===== src/rtl/fan_speed_ctrl.sv =====
// -----------------------------------------------------------------------------
// fan_speed_ctrl
//
// Turns debounced speed-button presses into a soft-ramped PWM fan drive and
// forces a ramp-down to off when the fan timer reports expiry. Also drives a
// one-hot speed-level LED bus for the front panel.
//
// Ports
//   clk            system clock
//   reset_p        asynchronous reset, active-high
//   btn_speed      one-cycle pulse, debounced speed button
//   timer_start    timer armed (level)
//   timer_expired  timer timeout level; a rising edge means expiry
//   pwm_out        fan PWM drive (registered)
//   speed_level    0 = off, 1..3 = selected level
//   duty           current ramped duty
//   ramping        high while duty has not yet reached the level's target
//   led            one-hot level indicator {L3, L2, L1, OFF}
//
// State table
//   state     | meaning
//   ----------+---------------------------------------------------------------
//   IDLE      | level 0 and duty 0; a press starts the fan at level 1
//   RUN       | level selected by presses; falls back to IDLE once level 0
//             | and duty has ramped to 0; armed expiry forces STOPPING
//   STOPPING  | expiry ramp-down; presses ignored; IDLE once duty reaches 0
// -----------------------------------------------------------------------------
module fan_speed_ctrl #(
  parameter int unsigned PWM_BITS = 8,
  parameter int unsigned PWM_DIV  = 4,
  parameter int unsigned RAMP_DIV = 1000,
  parameter int unsigned DUTY_L1  = 64,
  parameter int unsigned DUTY_L2  = 128,
  parameter int unsigned DUTY_L3  = 255
) (
  input  logic                clk,
  input  logic                reset_p,
  input  logic                btn_speed,
  input  logic                timer_start,
  input  logic                timer_expired,
  output logic                pwm_out,
  output logic [1:0]          speed_level,
  output logic [PWM_BITS-1:0] duty,
  output logic                ramping,
  output logic [3:0]          led
);

  // Divider counters need at least one bit even when the divide ratio is 1.
  localparam int unsigned TICK_W = (PWM_DIV > 1) ? $clog2(PWM_DIV) : 1;
  localparam int unsigned RAMP_W = (RAMP_DIV > 1) ? $clog2(RAMP_DIV) : 1;

  localparam logic [TICK_W-1:0]   TICK_LAST = TICK_W'(PWM_DIV - 1);
  localparam logic [RAMP_W-1:0]   RAMP_LAST = RAMP_W'(RAMP_DIV - 1);
  localparam logic [PWM_BITS-1:0] PWM_LAST  = '1;

  localparam logic [PWM_BITS-1:0] TGT_L1 = PWM_BITS'(DUTY_L1);
  localparam logic [PWM_BITS-1:0] TGT_L2 = PWM_BITS'(DUTY_L2);
  localparam logic [PWM_BITS-1:0] TGT_L3 = PWM_BITS'(DUTY_L3);

  typedef enum logic [1:0] {
    ST_IDLE     = 2'd0,
    ST_RUN      = 2'd1,
    ST_STOPPING = 2'd2
  } state_t;

  state_t              state_q, state_d;
  logic [1:0]          speed_level_q, speed_level_d;
  logic [3:0]          led_q, led_d;
  logic [PWM_BITS-1:0] duty_q, duty_d;
  logic [PWM_BITS-1:0] duty_lat_q, duty_lat_d;
  logic [PWM_BITS-1:0] pwm_cnt_q, pwm_cnt_d;
  logic [TICK_W-1:0]   tick_cnt_q, tick_cnt_d;
  logic [RAMP_W-1:0]   ramp_cnt_q, ramp_cnt_d;
  logic                pwm_out_q, pwm_out_d;
  logic                timer_expired_q, timer_expired_d;

  logic [PWM_BITS-1:0] target;
  logic                exp_edge;
  logic                expire;
  logic                ramp_wrap;
  logic                tick_wrap;

  // ---------------------------------------------------------------------------
  // Expiry edge detect; an edge only counts while the timer is armed.
  // ---------------------------------------------------------------------------
  always_comb begin
    timer_expired_d = timer_expired;
    exp_edge        = timer_expired & ~timer_expired_q;
    expire          = exp_edge & timer_start;
  end

  // ---------------------------------------------------------------------------
  // Target duty follows the registered level, so a level change retargets the
  // ramp on the very next ramp step.
  // ---------------------------------------------------------------------------
  always_comb begin
    target = '0;
    case (speed_level_q)
      2'd1:    target = TGT_L1;
      2'd2:    target = TGT_L2;
      2'd3:    target = TGT_L3;
      default: target = '0;
    endcase
  end

  // ---------------------------------------------------------------------------
  // Level FSM
  // ---------------------------------------------------------------------------
  always_comb begin
    state_d       = state_q;
    speed_level_d = speed_level_q;

    case (state_q)
      ST_IDLE: begin
        if (btn_speed) begin
          speed_level_d = speed_level_q + 2'd1;
          state_d       = ST_RUN;
        end
      end

      ST_RUN: begin
        // Expiry takes priority; a press in the same cycle is dropped.
        if (expire) begin
          speed_level_d = 2'd0;
          state_d       = ST_STOPPING;
        end else if (btn_speed) begin
          speed_level_d = speed_level_q + 2'd1;
        end else if (speed_level_q == 2'd0 && duty_q == '0) begin
          state_d = ST_IDLE;
        end
      end

      ST_STOPPING: begin
        // Completes regardless of timer_start; presses are ignored.
        if (duty_q == '0) begin
          state_d = ST_IDLE;
        end
      end

      default: begin
        state_d       = ST_IDLE;
        speed_level_d = 2'd0;
      end
    endcase

    led_d = 4'b0001 << speed_level_d;
  end

  // ---------------------------------------------------------------------------
  // Duty ramp: one step toward target per ramp-counter wrap. The ramp counter
  // free-runs and is never restarted by level changes.
  // ---------------------------------------------------------------------------
  always_comb begin
    ramp_wrap  = (ramp_cnt_q == RAMP_LAST);
    ramp_cnt_d = ramp_wrap ? '0 : ramp_cnt_q + 1'b1;
    duty_d     = duty_q;
    if (ramp_wrap) begin
      if (duty_q < target) begin
        duty_d = duty_q + 1'b1;
      end else if (duty_q > target) begin
        duty_d = duty_q - 1'b1;
      end
    end
  end

  // ---------------------------------------------------------------------------
  // PWM generator. The compare value is only reloaded as the period counter
  // wraps to 0, so a duty change never produces a runt pulse mid-period.
  // ---------------------------------------------------------------------------
  always_comb begin
    tick_wrap  = (tick_cnt_q == TICK_LAST);
    tick_cnt_d = tick_wrap ? '0 : tick_cnt_q + 1'b1;
    pwm_cnt_d  = tick_wrap ? pwm_cnt_q + 1'b1 : pwm_cnt_q;
    duty_lat_d = duty_lat_q;
    if (tick_wrap && pwm_cnt_q == PWM_LAST) begin
      duty_lat_d = duty_q;
    end
    pwm_out_d = (pwm_cnt_q < duty_lat_q);
  end

  // ---------------------------------------------------------------------------
  // Registers
  // ---------------------------------------------------------------------------
  always_ff @(posedge clk or posedge reset_p) begin
    if (reset_p) begin
      state_q         <= ST_IDLE;
      speed_level_q   <= 2'd0;
      led_q           <= 4'b0001;
      duty_q          <= '0;
      duty_lat_q      <= '0;
      pwm_cnt_q       <= '0;
      tick_cnt_q      <= '0;
      ramp_cnt_q      <= '0;
      pwm_out_q       <= 1'b0;
      timer_expired_q <= 1'b0;
    end else begin
      state_q         <= state_d;
      speed_level_q   <= speed_level_d;
      led_q           <= led_d;
      duty_q          <= duty_d;
      duty_lat_q      <= duty_lat_d;
      pwm_cnt_q       <= pwm_cnt_d;
      tick_cnt_q      <= tick_cnt_d;
      ramp_cnt_q      <= ramp_cnt_d;
      pwm_out_q       <= pwm_out_d;
      timer_expired_q <= timer_expired_d;
    end
  end

  assign pwm_out     = pwm_out_q;
  assign speed_level = speed_level_q;
  assign duty        = duty_q;
  assign led         = led_q;
  assign ramping     = (duty_q != target);

endmodule


===== config.mk =====
export PLATFORM = sky130hd
export DESIGN_NAME = fan_speed_ctrl
export DESIGN_NICKNAME = d
export VERILOG_FILES = /design/src/rtl/fan_speed_ctrl.sv
export SDC_FILE = /design/constraint.sdc
export NUM_CORES = 1
export LEC_CHECK = 0
export CAP_MARGIN = 20
export CORE_MARGIN = 10
export CORE_UTILIZATION = 55
export DETAILED_ROUTE_END_ITERATION = 10
export PLACE_DENSITY = 0.73
export SLEW_MARGIN = 20
export SYNTH_ARGS = -nofsm -noshare
export SYNTH_HDL_FRONTEND = slang
export SYNTH_SLANG_ARGS = --single-unit

===== constraint.sdc =====
create_clock -name clk -period 3.65 [get_ports clk]
set_input_delay 0.73 -clock clk [delete_from_list [all_inputs] [get_ports clk]]
set_output_delay 0.73 -clock clk [all_outputs]
set_load 0.02 [all_outputs]

==> Yosys cells after proc, flatten, opt, wreduce, memory -nomap -nowiden <==
Cells that the tools add are included.
{ "op_classes": {"n_addsub": 6, "n_lt_le_gt_ge": 3, "eq_ne": 13, "n_shift": 1, "mux": 14, "bitwise_logic": 3, "reduce_logical": 8} }
{ "ops": {"columns": ["cell", "count"], "rows": [
  ["8-bit case mux with 3 select lines", 1],
  ["8-bit by 1-bit adder with 8-bit output, second input constant", 2],
  ["8-bit less-than comparator", 2],
  ["2-bit 2-to-1 mux", 8],
  ["8-bit 2-to-1 mux", 2],
  ["2-bit case mux with 3 select lines", 2],
  ["10-bit by 1-bit adder with 10-bit output, second input constant", 1],
  ["10-bit equality test, second input constant", 1],
  ["10-bit 2-to-1 mux", 1],
  ["2-bit equality test, second input constant", 4],
  ["8-bit equality test, second input constant", 1],
  ["8-bit greater-than comparator", 1],
  ["8-bit zero test", 1],
  ["8-bit != test", 1],
  ["8-bit by 1-bit subtractor with 8-bit output, second input constant", 1],
  ["3-bit != test, second input constant", 2],
  ["2-bit by 1-bit adder with 2-bit output, second input constant", 2],
  ["2-bit by 1-bit equality test with 1-bit output, second input constant", 2],
  ["2-bit zero test", 2],
  ["2-bit != test, second input constant", 2],
  ["4-bit AND reduction", 1],
  ["1-bit by 2-bit left shift with 4-bit output, first input constant", 1],
  ["1-bit AND", 2],
  ["1-bit logical AND", 2],
  ["other kinds (3)", 3]
]} }
{ "word_totals": {"reg_bits": 46, "inputBits": 5, "wordCells": 58} }

==> Logic depth before layout (Yosys ltp) <==
{ "logic_depth": {"depth_word": 6, "mapped_depth": 14, "ltp_nobuf": 14} }

==> Worst setup path before layout <==
Ideal clock, no wire load.
{ "synth_timing": {"kind": "reg2reg", "from": "reg speed_level_q[0], in the netlist speed_level[0]", "to": "reg duty_q[6], in the netlist duty[6]", "t_arrival_ns": 3.024, "t_required_ns": 3.525, "path_slack_ns": 0.501, "stages_incl_launch_ff": 15, "path_cell_list": "dfrtp_1 ha_1 inv_1 ha_1 nor2b_1 o21bai_1 a21o_1 nand2_1 fa_1 a21o_1 a21oi_1 o21bai_1 a21oi_1 xnor2_1 mux2_4"} }
{ "synth_between": {"elab_chain_len": 5, "word_cells_on_any_way": 9} }
{ "synth_rtl": {"columns": ["item", "line", "text"], "rows": [
  ["start, declared", "67", "logic [1:0] speed_level_q, speed_level_d;"],
  ["start signal, assigned", "198", "speed_level_q <= speed_level_d;"],
  ["2-bit equality test or 2-bit by 1-bit equality test with 1-bit output (tied branches)", "98", "case (speed_level_q)"],
  ["8-bit case mux with 3 select lines *", "98", null],
  ["8-bit less-than comparator or 8-bit greater-than comparator (tied branches)", "158, 160", null],
  ["2-bit nonzero test (no source line)", null, null],
  ["2-bit AND reduction (no source line)", null, null],
  ["end signal, assigned", "200", "duty_q <= duty_d;"],
  ["end, declared", "69", "logic [PWM_BITS-1:0] duty_q, duty_d;"]
]} }
Mark *: on every way between the ends. The rest lies on a longest branch, timed or not.
A chain may end at the register's enable or synchronous reset.

==> Final worst setup path <==
{ "layout_timing": {"from": "reg speed_level_q[0], in the netlist speed_level[0]", "to": "out ramping"} }
{ "layout_between": {"elab_chain_len": 3, "word_cells_on_any_way": 5} }
{ "layout_rtl": {"columns": ["item", "line", "text"], "rows": [
  ["2-bit equality test or 2-bit by 1-bit equality test with 1-bit output (tied branches)", "98", null],
  ["8-bit case mux with 3 select lines *", "98", null],
  ["8-bit != test *", "214", "assign ramping = (duty_q != target);"],
  ["end, declared", "44", "output logic ramping,"]
]} }
Marks and branches as above.

==> out/qor.txt <==
Commonest non-fill, non-tap cell in the layout - dfrtp_1
Highest Clock Rate - 0.299 GHz
Die X - 88.1 um
Clk buf depth - 2
Register bit total from synthesis - 46
Seq pwr share - 42.0%
Vias per cell - 5.38
Root Buffer - clkbuf_8
Status - completed
Vias in the first global route - 1750
Final setup TNS - 0 ns
Vias post-DR - 1743
Wirelength per Cell - 14.2 um
Max Slew Vio Count - 0
Largest net degree at the start of global routing - 47
HP Class - flop to flop
CTS sink cnt - 46
Cell Chain, Critical Path - inv_1 -> ha_1 -> o21bai_1 -> ha_1 -> nand4_1 -> or3_4 -> clkdlybuf4s50_1
Pwr/cell area - 474 nW/um2
Synthesis-to-finish area growth - 14.6%
Initial antenna violation count - 0
CTS tree - done
Post-synthesis sequential area ratio - 45.1%
WS Path Type - flop to output port
Clk network pwr share - 27.1%
Cell-internal power - 0.945 mW
Final clock skew - 0.00200 ns
Crit end category - output port
CTS buffer count - 5
Combinational share of power - 30.8%
Final net count - 306
Drt first pass iters - 4
Sequential cell area - 1150 um2
Total Power - 1.39 mW
Routed wire length - 4590 um
Most frequent cells in the layout - dfrtp_1, ha_1, nand2_1, clkdlybuf4s50_1, nor2_1
CP max FO - 7
Crit path max-delay cell type - clkdlybuf4s50_1
Gr ovfl total - 0
Die ar. - 7770 um2
Post-Syn Area - 2550 um2
Worst path top cell family by delay - buffers and inverters
Mean post-synth cell area - 10.4 um2
GRT Overall Usage - 13.1%
Synth warnings - 0
Syn Nets - 281
Final min period - 3.35 ns
Sw frac - 32.0%
Multi-input gate area - 1310 um2
Worst skew pair latency - 0.30 ns
Max-cap violations - 0
Startpoint Class - flop
Crit path buffers/inverters - 2
RSZ-0062 raised after global routing - false
Share of cells above drive strength 1 - 8.46%
Die H - 88.1 um
Post-route ant nets - 0
Placer Congestion - 0.801
Cell mode on critical path - ha_1
Worst-margin pin slew - 0.977 ns
Period Utilization, post-route - 91.7%
WP data required - 2.92 ns
Final Hold Vio Count - 0
Distinct cells, synth - 38
Starting Density - 57.8%
Slew headroom - 34.7%
Global-route wire length before repair - 8140 um
Port buffer count - 20
Critical path data arrival time - 2.62 ns
Setup Buffers After CTS - 0
Psw - 0.443 mW
Ant. Diodes - 0
DRC - 0
Max VDD drop - 0.000344 V
Num ports - 21
P_leak - 1.40 nW
Clock-pin slew of the registers on the worst-case setup and hold paths - 0.08 ns
Cells after synthesis - 246
Initial DRC count - 68
CTS H-tree depth - 2
# rows - 24
Final setup fails - 0
Total core area - 4410 um2
Crit-path max cell delay - 0.54 ns
Dpl hpwl - 3500 um
FILL cells - 355
## worst paths after layout
kind / from / to / slack (ns) / depth (start not counted)
worst max-delay path: speed_level[0] / ramping / 0.30 / 7
worst min-delay path: tick_cnt_q[0] / tick_cnt_q[0] / 0.43 / 1
worst max register to register: speed_level[0] / duty[6] / 0.33 / 14
worst min register to register: tick_cnt_q[0] / tick_cnt_q[0] / 0.43 / 1
max in group asynchronous: reset_p / duty_lat_q[5] / 2.12 / 2
min in group asynchronous: reset_p / pwm_cnt_q[6] / 0.95 / 2
## logic make-up after synthesis
group,Yosys count,share of synthesized area (%)
AND/OR/NAND/NOR,72,13.6
multiplexers,8,4.22
AO/OA/AOI/OAI,47,11.1
flip-flops,46,45.1
XOR/XNOR,21,7.21
buffers and inverters,22,3.77
adder cells (fa/ha/maj),30,15.0
## Yosys cell counts (all sizes together)
cell type	count	share of area, %
dfrtp	45	44
ha	29	14
nand2	23	3.4
nor2	19	2.8
inv	17	2.5
o21ai	16	3.1
xnor2	13	4.5
a21oi	11	2.2
nand3	9	2.0
xor2	8	2.7
a21o	7	2.1
mux2	7	3.8
nor2b	5	1.2
and3	4	0.98
buf	4	1.1
nand2b	3	0.74
nand4	3	0.74
o21bai	3	0.88
a211oi	2	0.59
a31oi	2	0.49
nor4	2	0.49
o211ai	2	0.59
clkbuf	1	0.15
dfstp	1	1.0
fa	1	0.78
mux2i	1	0.39
nand3b	1	0.29
nand4b	1	0.34
nor3	1	0.20
o2111ai	1	0.34
o21a	1	0.29
o22ai	1	0.25
o31ai	1	0.29
or3	1	0.44
## worst register-to-register path, stage by stage (launching register included)
cell and delay [ns]:
dfrtp_1 0.46, ha_1 0.25, inv_1 0.14, ha_1 0.26
nor2b_1 0.13, o21bai_1 0.16, a21o_1 0.18, nand2_1 0.19
fa_1 0.46, a21o_1 0.18, a21oi_1 0.21, o21bai_1 0.09
a21oi_1 0.17, xnor2_1 0.08, mux2_4 0.25
## layout make-up
class	instances	share of cell area (%)
timing repair buffer	23	7.61
multi-input combinational	178	44.7
clock inverter	3	1.50
tap	52	2.22
inverter	17	2.18
clock buffer	5	2.35
sequential	46	39.4
## registers in the layout, summed over array words and instances (netlist names)
| signal | count |
|---|---|
| ramp_cnt_q | 10 |
| state_q | 2 |
| duty_lat_q | 8 |
| pwm_cnt_q | 8 |
| tick_cnt_q | 2 |
| duty | 8 |
| pwm_out | 1 |
| speed_level | 2 |
| timer_expired_q | 1 |
| led | 4 |
## per-stage QoR
step / setup slack, ns / hold slack, ns / instance area, um2 / cells / utilization, %
floorplan: 0.501 / 0.403 / 2550 / 246 / -
global placement: 0.410 / 0.418 / 2810 / 316 / 63.6
detailed placement: 0.371 / 0.422 / 2810 / 316 / 63.6
CTS: 0.274 / 0.439 / 2920 / 324 / 66.2
global route: 0.0134 / 0.449 / 2930 / 324 / 66.3
finish: 0.301 / 0.428 / 2930 / 324 / 66.3
## metal layers
metal | share of wire, % | GRT usage, %
met1 | 48 | 16.2
met2 | 46 | 21.2
met3 | 5.2 | 4.09
met4 | 1.4 | 4.28
met5 | 0 | 0
## power by group through the flow
| stage | logic, mW | registers (mW) | clock network [mW] |
|---|---|---|---|
| finish | 0.428 | 0.583 | 0.376 |
| CTS | 0.435 | 0.584 | 0.391 |
| global route | 0.486 | 0.589 | 0.411 |
| floorplan | 0.260 | 0.624 | 0 |
| detailed placement | 0.432 | 0.592 | 0 |
| global placement | 0.425 | 0.590 | 0 |
## what timing repair did
| action | CTS | global route |
|---|---|---|
| setup endpoints to repair | 0 | 1 |
| endpoints found under the hold margin | 0 | 0 |
| resized for setup | 0 | 1 |
| hold buffers | 0 | 0 |
(Power assumes the default switching activity.)
